$ cat src/rtl/controle_pkg.sv
// Shared types and codes for the polynomial control unit: FSM state
// encoding, datapath mux/ALU select codes and the packed control word.
package controle_pkg;

    // State codes, kept as plain constants so legacy code can reuse them.
    localparam logic [3:0] ST_IDLE_CODE = 4'd0;
    localparam logic [3:0] ST_LOAD_CODE = 4'd1;
    localparam logic [3:0] ST_OP1_CODE  = 4'd2;
    localparam logic [3:0] ST_OP2_CODE  = 4'd3;
    localparam logic [3:0] ST_OP3_CODE  = 4'd4;
    localparam logic [3:0] ST_OP4_CODE  = 4'd5;
    localparam logic [3:0] ST_OP5_CODE  = 4'd6;
    localparam logic [3:0] ST_DONE_CODE = 4'd7;

    typedef enum logic [3:0] {
        ST_IDLE = ST_IDLE_CODE,
        ST_LOAD = ST_LOAD_CODE,
        ST_OP1  = ST_OP1_CODE,
        ST_OP2  = ST_OP2_CODE,
        ST_OP3  = ST_OP3_CODE,
        ST_OP4  = ST_OP4_CODE,
        ST_OP5  = ST_OP5_CODE,
        ST_DONE = ST_DONE_CODE
    } state_t;

    // Evaluation schedules.
    localparam logic MODE_HORNER = 1'b0;
    localparam logic MODE_DIRECT = 1'b1;

    // Constant select (m0).
    localparam logic [1:0] K_ZERO = 2'b00;
    localparam logic [1:0] K_A    = 2'b01;
    localparam logic [1:0] K_B    = 2'b10;
    localparam logic [1:0] K_C    = 2'b11;

    // Operand-1 mux (m1).
    localparam logic [1:0] M1_K = 2'b00;
    localparam logic [1:0] M1_X = 2'b01;
    localparam logic [1:0] M1_S = 2'b10;
    localparam logic [1:0] M1_H = 2'b11;

    // Operand-2 mux (m2).
    localparam logic [1:0] M2_X = 2'b00;
    localparam logic [1:0] M2_K = 2'b01;
    localparam logic [1:0] M2_S = 2'b10;
    localparam logic [1:0] M2_H = 2'b11;

    // ALU operation (h).
    localparam logic H_ADD = 1'b0;
    localparam logic H_MUL = 1'b1;

    // One cycle's worth of datapath control.
    typedef struct packed {
        logic       lx;
        logic [1:0] m0;
        logic [1:0] m1;
        logic [1:0] m2;
        logic       h;
        logic       ls;
        logic       lh;
    } ctrl_t;

    localparam ctrl_t CW_NONE = '0;

    // Build a control word field by field.
    function automatic ctrl_t make_cw(
        input logic       lx,
        input logic [1:0] m0,
        input logic [1:0] m1,
        input logic [1:0] m2,
        input logic       h,
        input logic       ls,
        input logic       lh
    );
        ctrl_t cw;
        cw.lx = lx;
        cw.m0 = m0;
        cw.m1 = m1;
        cw.m2 = m2;
        cw.h  = h;
        cw.ls = ls;
        cw.lh = lh;
        return cw;
    endfunction

endpackage

$ cat src/rtl/controle_if.sv
// Handshake and datapath-control bundle between the system/datapath
// (master) and the control unit (slave). start/mode flow into the
// controller; control word, done, busy and the debug state flow out.
// Handshake: start is a level request sampled only while idle; done
// marks a valid Resultado and, in held mode, stays up until start drops.
interface controle_if;
    import controle_pkg::*;

    logic       start;
    logic       mode;
    logic       lx;
    logic [1:0] m0;
    logic [1:0] m1;
    logic [1:0] m2;
    logic       h;
    logic       ls;
    logic       lh;
    logic       done;
    logic       busy;
    state_t     state;

    modport master (
        output start, mode,
        input  lx, m0, m1, m2, h, ls, lh, done, busy, state
    );

    modport slave (
        input  start, mode,
        output lx, m0, m1, m2, h, ls, lh, done, busy, state
    );
endinterface

$ cat src/rtl/controle_rom.sv
// Combinational lookup from (state, latched mode) to the datapath control
// word. IDLE, LOAD-less states and DONE produce an all-zero word apart
// from lx in LOAD.
module controle_rom
    import controle_pkg::*;
(
    input  state_t state,
    input  logic   mode_q,
    output ctrl_t  cw
);

    // Decode the control word for the current schedule step.
    always_comb begin
        cw = CW_NONE;
        case (state)
            ST_LOAD: cw = make_cw(1'b1, K_ZERO, M1_K, M2_X, H_ADD, 1'b0, 1'b0);
            ST_OP1: begin
                if (mode_q == MODE_DIRECT)
                    cw = make_cw(1'b0, K_ZERO, M1_X, M2_X, H_MUL, 1'b0, 1'b1); // H = X*X
                else
                    cw = make_cw(1'b0, K_A,    M1_K, M2_X, H_MUL, 1'b1, 1'b0); // S = A*X
            end
            ST_OP2: begin
                if (mode_q == MODE_DIRECT)
                    cw = make_cw(1'b0, K_A,    M1_K, M2_H, H_MUL, 1'b0, 1'b1); // H = A*H
                else
                    cw = make_cw(1'b0, K_B,    M1_S, M2_K, H_ADD, 1'b1, 1'b0); // S = S+B
            end
            ST_OP3: begin
                if (mode_q == MODE_DIRECT)
                    cw = make_cw(1'b0, K_B,    M1_K, M2_X, H_MUL, 1'b1, 1'b0); // S = B*X
                else
                    cw = make_cw(1'b0, K_ZERO, M1_S, M2_X, H_MUL, 1'b1, 1'b0); // S = S*X
            end
            ST_OP4: begin
                if (mode_q == MODE_DIRECT)
                    cw = make_cw(1'b0, K_ZERO, M1_S, M2_H, H_ADD, 1'b1, 1'b0); // S = S+H
                else
                    cw = make_cw(1'b0, K_C,    M1_S, M2_K, H_ADD, 1'b1, 1'b0); // S = S+C
            end
            ST_OP5: begin
                if (mode_q == MODE_DIRECT)
                    cw = make_cw(1'b0, K_C,    M1_S, M2_K, H_ADD, 1'b1, 1'b0); // S = S+C
            end
            default: cw = CW_NONE;
        endcase
    end

endmodule

$ cat src/rtl/controle.sv
// Moore control unit for the polynomial datapath. Sequences LOAD and the
// OP steps of either the Horner or the direct schedule, then reports
// completion through done. All outputs decode from registered state only.
module controle
    import controle_pkg::*;
#(
    parameter bit DONE_PULSE = 1'b0
) (
    input  logic       ck,
    input  logic       rst,
    controle_if.slave  bus
);

    state_t state_q;
    state_t state_d;
    logic   mode_q;
    ctrl_t  cw;

    // State register and schedule latch; mode is captured with start.
    always_ff @(posedge ck or negedge rst) begin
        if (!rst) begin
            state_q <= ST_IDLE;
            mode_q  <= MODE_HORNER;
        end else begin
            state_q <= state_d;
            if (state_q == ST_IDLE && bus.start)
                mode_q <= bus.mode;
        end
    end

    // Next-state: fixed walk through the OP steps; start only seen in IDLE/DONE.
    always_comb begin
        state_d = state_q;
        case (state_q)
            ST_IDLE: if (bus.start) state_d = ST_LOAD;
            ST_LOAD: state_d = ST_OP1;
            ST_OP1:  state_d = ST_OP2;
            ST_OP2:  state_d = ST_OP3;
            ST_OP3:  state_d = ST_OP4;
            ST_OP4:  state_d = (mode_q == MODE_DIRECT) ? ST_OP5 : ST_DONE;
            ST_OP5:  state_d = ST_DONE;
            ST_DONE: begin
                if (DONE_PULSE || !bus.start)
                    state_d = ST_IDLE;
            end
            default: state_d = ST_IDLE;
        endcase
    end

    controle_rom u_rom (
        .state  (state_q),
        .mode_q (mode_q),
        .cw     (cw)
    );

    assign bus.lx    = cw.lx;
    assign bus.m0    = cw.m0;
    assign bus.m1    = cw.m1;
    assign bus.m2    = cw.m2;
    assign bus.h     = cw.h;
    assign bus.ls    = cw.ls;
    assign bus.lh    = cw.lh;
    assign bus.done  = (state_q == ST_DONE);
    assign bus.busy  = (state_q != ST_IDLE) && (state_q != ST_DONE);
    assign bus.state = state_q;

endmodule

$ cat src/flat_wrapper.sv
// flat-port wrapper written by rule: the top's interface ports become plain ports
module controle_flat import controle_pkg::*;
#(
    parameter bit DONE_PULSE = 1'b0
)
  (ck, rst, bus_start, bus_mode, bus_lx, bus_m0, bus_m1, bus_m2, bus_h, bus_ls, bus_lh, bus_done, bus_busy, bus_state);
  controle_if bus_i ();
  input  logic ck;
  input  logic rst;
  input wire logic [$bits(bus_i.start)-1:0] bus_start;
  input wire logic [$bits(bus_i.mode)-1:0] bus_mode;
  output wire logic [$bits(bus_i.lx)-1:0] bus_lx;
  output wire logic [$bits(bus_i.m0)-1:0] bus_m0;
  output wire logic [$bits(bus_i.m1)-1:0] bus_m1;
  output wire logic [$bits(bus_i.m2)-1:0] bus_m2;
  output wire logic [$bits(bus_i.h)-1:0] bus_h;
  output wire logic [$bits(bus_i.ls)-1:0] bus_ls;
  output wire logic [$bits(bus_i.lh)-1:0] bus_lh;
  output wire logic [$bits(bus_i.done)-1:0] bus_done;
  output wire logic [$bits(bus_i.busy)-1:0] bus_busy;
  output wire logic [$bits(bus_i.state)-1:0] bus_state;
  assign bus_i.start = bus_start;
  assign bus_i.mode = bus_mode;
  assign bus_lx = bus_i.lx;
  assign bus_m0 = bus_i.m0;
  assign bus_m1 = bus_i.m1;
  assign bus_m2 = bus_i.m2;
  assign bus_h = bus_i.h;
  assign bus_ls = bus_i.ls;
  assign bus_lh = bus_i.lh;
  assign bus_done = bus_i.done;
  assign bus_busy = bus_i.busy;
  assign bus_state = bus_i.state;
  controle #(.DONE_PULSE(DONE_PULSE)) u_core (.ck(ck), .rst(rst), .bus(bus_i));
endmodule
$ cat config.mk
export PLATFORM = sky130hd
export DESIGN_NAME = controle_flat
export DESIGN_NICKNAME = d
export VERILOG_FILES = /design/src/rtl/controle_pkg.sv /design/src/rtl/controle_if.sv /design/src/rtl/controle_rom.sv /design/src/rtl/controle.sv /design/src/flat_wrapper.sv
export SDC_FILE = /design/constraint.sdc
export NUM_CORES = 1
export LEC_CHECK = 0
export ABC_AREA = 1
export CORE_AREA = 4 4 41 43
export CTS_BUF_LIST = sky130_fd_sc_hd__clkbuf_8
export DETAILED_ROUTE_END_ITERATION = 7
export DIE_AREA = 0 0 45 47
export GPL_TIMING_DRIVEN = 0
export HOLD_SLACK_MARGIN = 0.06
export MAX_ROUTING_LAYER = met4
export PLACE_DENSITY_LB_ADDON = 0.25
export SLEW_MARGIN = 40
export SYNTH_ARGS = -nofsm -noshare
export SYNTH_HDL_FRONTEND = slang
export SYNTH_HIERARCHICAL = 1
export SYNTH_SLANG_ARGS = --single-unit
export TNS_END_PERCENT = 30
$ cat constraint.sdc
create_clock -name ck -period 1.43 [get_ports ck]
set_input_delay 0.2145 -clock ck [delete_from_list [all_inputs] [get_ports ck]]
set_output_delay 0.2145 -clock ck [all_outputs]
set_load 0.1 [all_outputs]
==> flow_summary.ini, run 1 <==
[placed_design]
dp_hpwl_um = 888
port_buffers = 18
dpl-instance-area_sq_um = 669
gp_congestion = 0.778

[route]
drc_errors = 0
dr.max_layer_used = met3
wl_met2_um = 709
finalWirelength_mm = 1.26
avgViaCountPerCell = 4.68
wl_met1_um = 488
wl_met3_um = 56
vias = 534
drt_iter0_drc = 6
wl_per_cell_um = 11.0
ant_nets = 0
drtPass1Iterations = 4

[clock_network]
cts_tree = done
cts.sinks = 4
ctsRootBufferMaster = clkbuf_8
clockBufferDepth = 2
numCtsBuffers = 3
path_clk_slew_ns = 0.03
ctsHoldBuffers = 0
clkLatencyLatePin_ns = 0.21
htree_levels = 1

[final_layout]
nNetsFinal = 104
final_area_sq_um = 936
final_util_pct = 71.9
layout-drive-gt1-share_pct = 58.6
antennaDiodeCount = 0
syn2layout_area_growth_pct = 123
final_cell_mix = nand2_1, inv_1, buf_12, nor2_4
mostFrequentLayoutCell = nand2_1
fill_cells = 112

[critical_path]
reg2reg_from = u_core/bus.state[1]$_DFFE_PN0P_
path_class = reg -> out
crit_chain = nor2_4 > nand4_1 > nand2_1 > inv_1 > nand2_2 > buf_12
cp.arrival_ns = 1.50
crit_buf_inv = 2
crit_family = simple AND/OR/NAND/NOR gates
path_depth = 6
critical_path.slowest_cell = dfrtp_4
worstRegToRegCells = 5
reg2reg_slack_ns = 0.18
max_stage_delay_ns = 0.50
cp.required_ns = 1.22
reg2reg_to = u_core/mode_q$_DFFE_PN0P_
worstSetupEndpointType = output pin
critPathLaunchType = flip-flop
crit_fanout = 5

[grt]
globalRouteOverflowTotal = 0
track_usage_pct = 13.3
grt_max_degree = 11
grt_pass1_wl_mm = 2.05
antenna_found_initial = 0
grt_pass1_vias = 508

[die]
fp.dieW_um = 45
io_pins = 20
rows = 13
start_util_pct = 32.3
die_h_um = 47
die_area_sq_um = 2120
core_area_sq_um = 1300

[hold_path]
hp-class = in -> async

[logic_synthesis]
synth_cell_type_count = 18
ys_seq_elements = 4
syn_inst = 70
synth_top_family_by_area = simple AND/OR/NAND/NOR gates
ys_warn_count = 6
synth-simple-area-share_pct = 52.7
yosys.area_share.adder_pct = 0
yosys-top-cells-area = dfrtp_1, nand2_1, nand3_1, inv_1, nor2_2
synth_top_area_share_pct = 23.8
synth-compound-area-share_pct = 8.93
yosysTopAreaCell = dfrtp_1
synthXorXnorAreaFrac_pct = 0
syn_avg_cell_area_sq_um = 6.01
synth_area_sq_um = 420
seq_area_frac_synth_pct = 23.8
synth_mux_area_share_pct = 0

[timing]
whs_ns = 0.203
worst_slack_ns = -0.286
setup_viol = 12
finalHoldViolations = 0
finalCritPeriodShare_pct = 120
setup_tns_ns = -2.36
maxSlewViolCount = 0
fin_skew_ns = 0.00303
clock.fmax_mhz = 583
finalCriticalPeriod_ns = 1.72
grt_setup_unrepaired = true

[status]
outcome = complete, but fails checks
violations = negative setup slack

[job]
maxCapViolCount = 0
layout make-up:
type,instances,area (sq um),area share [%]
buffer,1,7.51,0.802
multi-input combinational,54,403,43.0
inverter,13,50.0,5.35
clock inverter,1,3.75,0.401
sequential,4,111,11.9
clock buffer,3,41.3,4.41
timing repair buffer,23,300,32.1
tap,15,18.8,2.01
kinds of logic (layout without fill, tap and decap cells):
kind of cell / after synthesis / count (layout)
AOI/OAI and AO/OA: 7 / 7
buffers and inverters: 14 / 41
DFF: 4 / 4
other: 1 / 3
and+or+nand+nor: 44 / 44
flip-flops by register name, indices dropped and copies added, names as in the netlist:
| name | flops |
|---|---|
| u_core/bus.state | 3 |
| u_core/mode_q | 1 |
how the worst max path moves through the flow:
stage	startpoint	to	slack [ns]
floorplan	u_core/bus.state[1]$_DFFE_PN0P_	bus_busy	-0.37
global placement	u_core/mode_q$_DFFE_PN0P_	bus_m0[0]	-1.04
detailed placement	u_core/mode_q$_DFFE_PN0P_	bus_m0[0]	-0.34
CTS	u_core/bus.state[2]$_DFFE_PN0P_	bus_m0[0]	-0.29
global route	u_core/bus.state[2]$_DFFE_PN0P_	bus_m0[0]	-0.35
finish	u_core/bus.state[2]$_DFFE_PN0P_	bus_m0[0]	-0.29
what timing repair did:
action / in CTS / in global routing
gates resized for setup: 47 / 4
setup endpoints to repair: 12 / 12
pin swaps: 2 / 1
gates cloned: 0 / 0
setup buffers: 2 / 3
metrics by stage:
step,setup slack [ns],std cells
after detailed placement,-0.337,105
after global placement,-1.04,105
after CTS,-0.289,111
final,-0.286,114
after floorplan,-0.366,72
after global routing,-0.348,114
synthesized netlist by cell type:
master and n:
inv_2 2, nand3_1 9, nor2_1 6, o21ai_0 1, conb_1 1, buf_4 1, a21oi_1 2, nand2_2 3
nor2_4 1, nand4_1 2, o21a_1 1, inv_1 10, nand2_1 16, dfrtp_1 4, nand3_2 2, nor2_2 5
o21ai_1 3, clkinv_2 1
per-layer routing:
metal,track usage (%),vias up
met5,-,-
met2,24.9,15
met4,1.75,0
li1,-,275
met3,3.45,0
met1,14.2,244
worst reg2reg max path: stages, from the launching register on:
cell and delay (ns):
dfrtp_4 0.51, buf_4 0.18, nor2_2 0.21, nand3_1 0.10
nand2_1 0.07, nand2_1 0.06
Power of run 1 is not shown: default switching activity piles up to over one toggle a cycle in this logic, so the estimate is an artifact.
==> run 2: changes to the inputs <==
==> constraint.sdc (replaced) <==
create_clock -name ck -period 1.43 [get_ports ck]
set_input_delay 0.3575 -clock ck [delete_from_list [all_inputs] [get_ports ck]]
set_output_delay 0.3575 -clock ck [all_outputs]
set_load 0.1 [all_outputs]
==> run 2 against run 1 <==
Against the previous run: the flow still finishes with violations (negative setup slack); register-to-register slack got worse by 0.05 ns; cell count is 2.6% higher; die area unchanged; clock-buffer cell count did not move; worst hold slack better by 0.15 ns; first-iteration DRC count down 50%; worst setup slack worse by 0.19 ns; flip-flop and latch count is the same; global-route usage grew 1.4 points; via count up 4.7%; critical path depth is 1 higher; highest routed layer is now met4.
==> flow_summary.ini, run 2 (synthesis gave the netlist of run 1 again) <==
[route]
vias = 559
finalWirelength_mm = 1.37
avgViaCountPerCell = 4.78
drc_errors = 0
drtPass1Iterations = 4
drt_iter0_drc = 3
ant_nets = 0
wl_per_cell_um = 11.7

[final_layout]
fill_cells = 89
mostFrequentLayoutCell = buf_12
antennaDiodeCount = 0
final_area_sq_um = 1030
nNetsFinal = 107
syn2layout_area_growth_pct = 146
layout-drive-gt1-share_pct = 62.7
largest_reg_flops = 3
final_cell_mix = buf_12, nand2_1, inv_1, buf_4, nor2_4

[grt]
grt_pass1_wl_mm = 2.26
grt_pass1_vias = 550
antenna_found_initial = 0
grt_max_degree = 12
globalRouteOverflowTotal = 0
track_usage_pct = 14.6

[placed_design]
port_buffers = 18
gp_congestion = 0.798
dp_hpwl_um = 868
dpl-instance-area_sq_um = 672
place_ws_ns = -0.484

[die]
rows = 13
start_util_pct = 32.3
die_area_sq_um = 2120
fp.dieW_um = 45
core_area_sq_um = 1300
die_h_um = 47
io_pins = 20

[critical_path]
crit_family = flip-flops
worstRegToRegCells = 6
reg2reg_slack_ns = 0.13
critPathLaunchType = flip-flop
cp.required_ns = 1.07
cp.arrival_ns = 1.54
crit_buf_inv = 3
reg2reg_to = u_core/mode_q$_DFFE_PN0P_
crit_fanout = 5
worstSetupEndpointType = output pin
reg2reg_from = u_core/bus.state[1]$_DFFE_PN0P_
max_stage_delay_ns = 0.50
path_common_cell = buf_12
critical_path.slowest_cell = dfrtp_4
crit_chain = nor2_4 > buf_12 > nand3_4 > nand2_1 > inv_1 > nand2_2 > buf_12
path_class = reg -> out

[clock_network]
path_clk_slew_ns = 0.04
clockBufferDepth = 2
ctsHoldBuffers = 0
numCtsBuffers = 3
cts.sinks = 4
clkLatencyLatePin_ns = 0.22
cts_tree = done
htree_levels = 1
ctsRootBufferMaster = clkbuf_8

[timing]
worst_slack_ns = -0.472
setup_viol = 12
finalCritPeriodShare_pct = 133
grt_setup_unrepaired = true
fin_skew_ns = 0.00410
finalHoldViolations = 0
maxSlewViolCount = 0
finalCriticalPeriod_ns = 1.90
clock.fmax_mhz = 526

[job]
maxCapViolCount = 0

[status]
outcome = complete, but fails checks
violations = negative setup slack

[hold_path]
hp-class = in -> async
-- run 2: per-stage QoR --
stage                     hold slack (ns)  std cells  TNS, ns  utilization (%)
after detailed placement            0.577        105    -4.07             51.6
after CTS                           0.347        113    -4.26             73.2
final                               0.354        117    -4.30             79.4
after floorplan                    0.0619         72    -4.41                -
after global placement              0.577        105   -14.22             57.4
after global routing                0.349        117    -4.97             79.4
-- run 2: what timing repair did --
item / 4_1_cts / 5_1_grt
setup buffers: 4 / 4
resized for setup: 55 / 12
setup endpoints to repair: 15 / 14
pin swaps: 5 / 4
-- run 2: worst max path at each step --
stage	from	end	slack (ns)	cells past startpoint
5_1_grt	u_core/bus.state[2]$_DFFE_PN0P_	bus_m0[0]	-0.53	7
3_5_place_dp	u_core/mode_q$_DFFE_PN0P_	bus_m0[0]	-0.48	6
6_report	u_core/bus.state[2]$_DFFE_PN0P_	bus_m0[0]	-0.47	7
2_1_floorplan	u_core/bus.state[1]$_DFFE_PN0P_	bus_busy	-0.51	3
3_3_place_gp	u_core/mode_q$_DFFE_PN0P_	bus_m0[0]	-1.19	6
4_1_cts	u_core/bus.state[2]$_DFFE_PN0P_	bus_m0[0]	-0.46	6
-- run 2: routing by layer --
layer,GRT usage (%),vias up,routed length [um]
li1,-,282,-
met1,16.9,255,521
met3,0,2,50
met5,-,-,0
met4,5.85,0,21
met2,26.8,20,774
-- run 2: area by class of cell --
class | instances | area, sq um | share of cell area (%)
repair buffers | 26 | 384 | 37.2
clock buffers | 3 | 41.3 | 4.00
well taps | 15 | 18.8 | 1.82
multi-input cells | 54 | 415 | 40.2
flip-flops and latches | 4 | 113 | 10.9
inverters | 13 | 50.0 | 4.84
clock inverters | 1 | 3.75 | 0.363
plain buffers | 1 | 7.51 | 0.726
Power of run 2 is left out for the same reason.
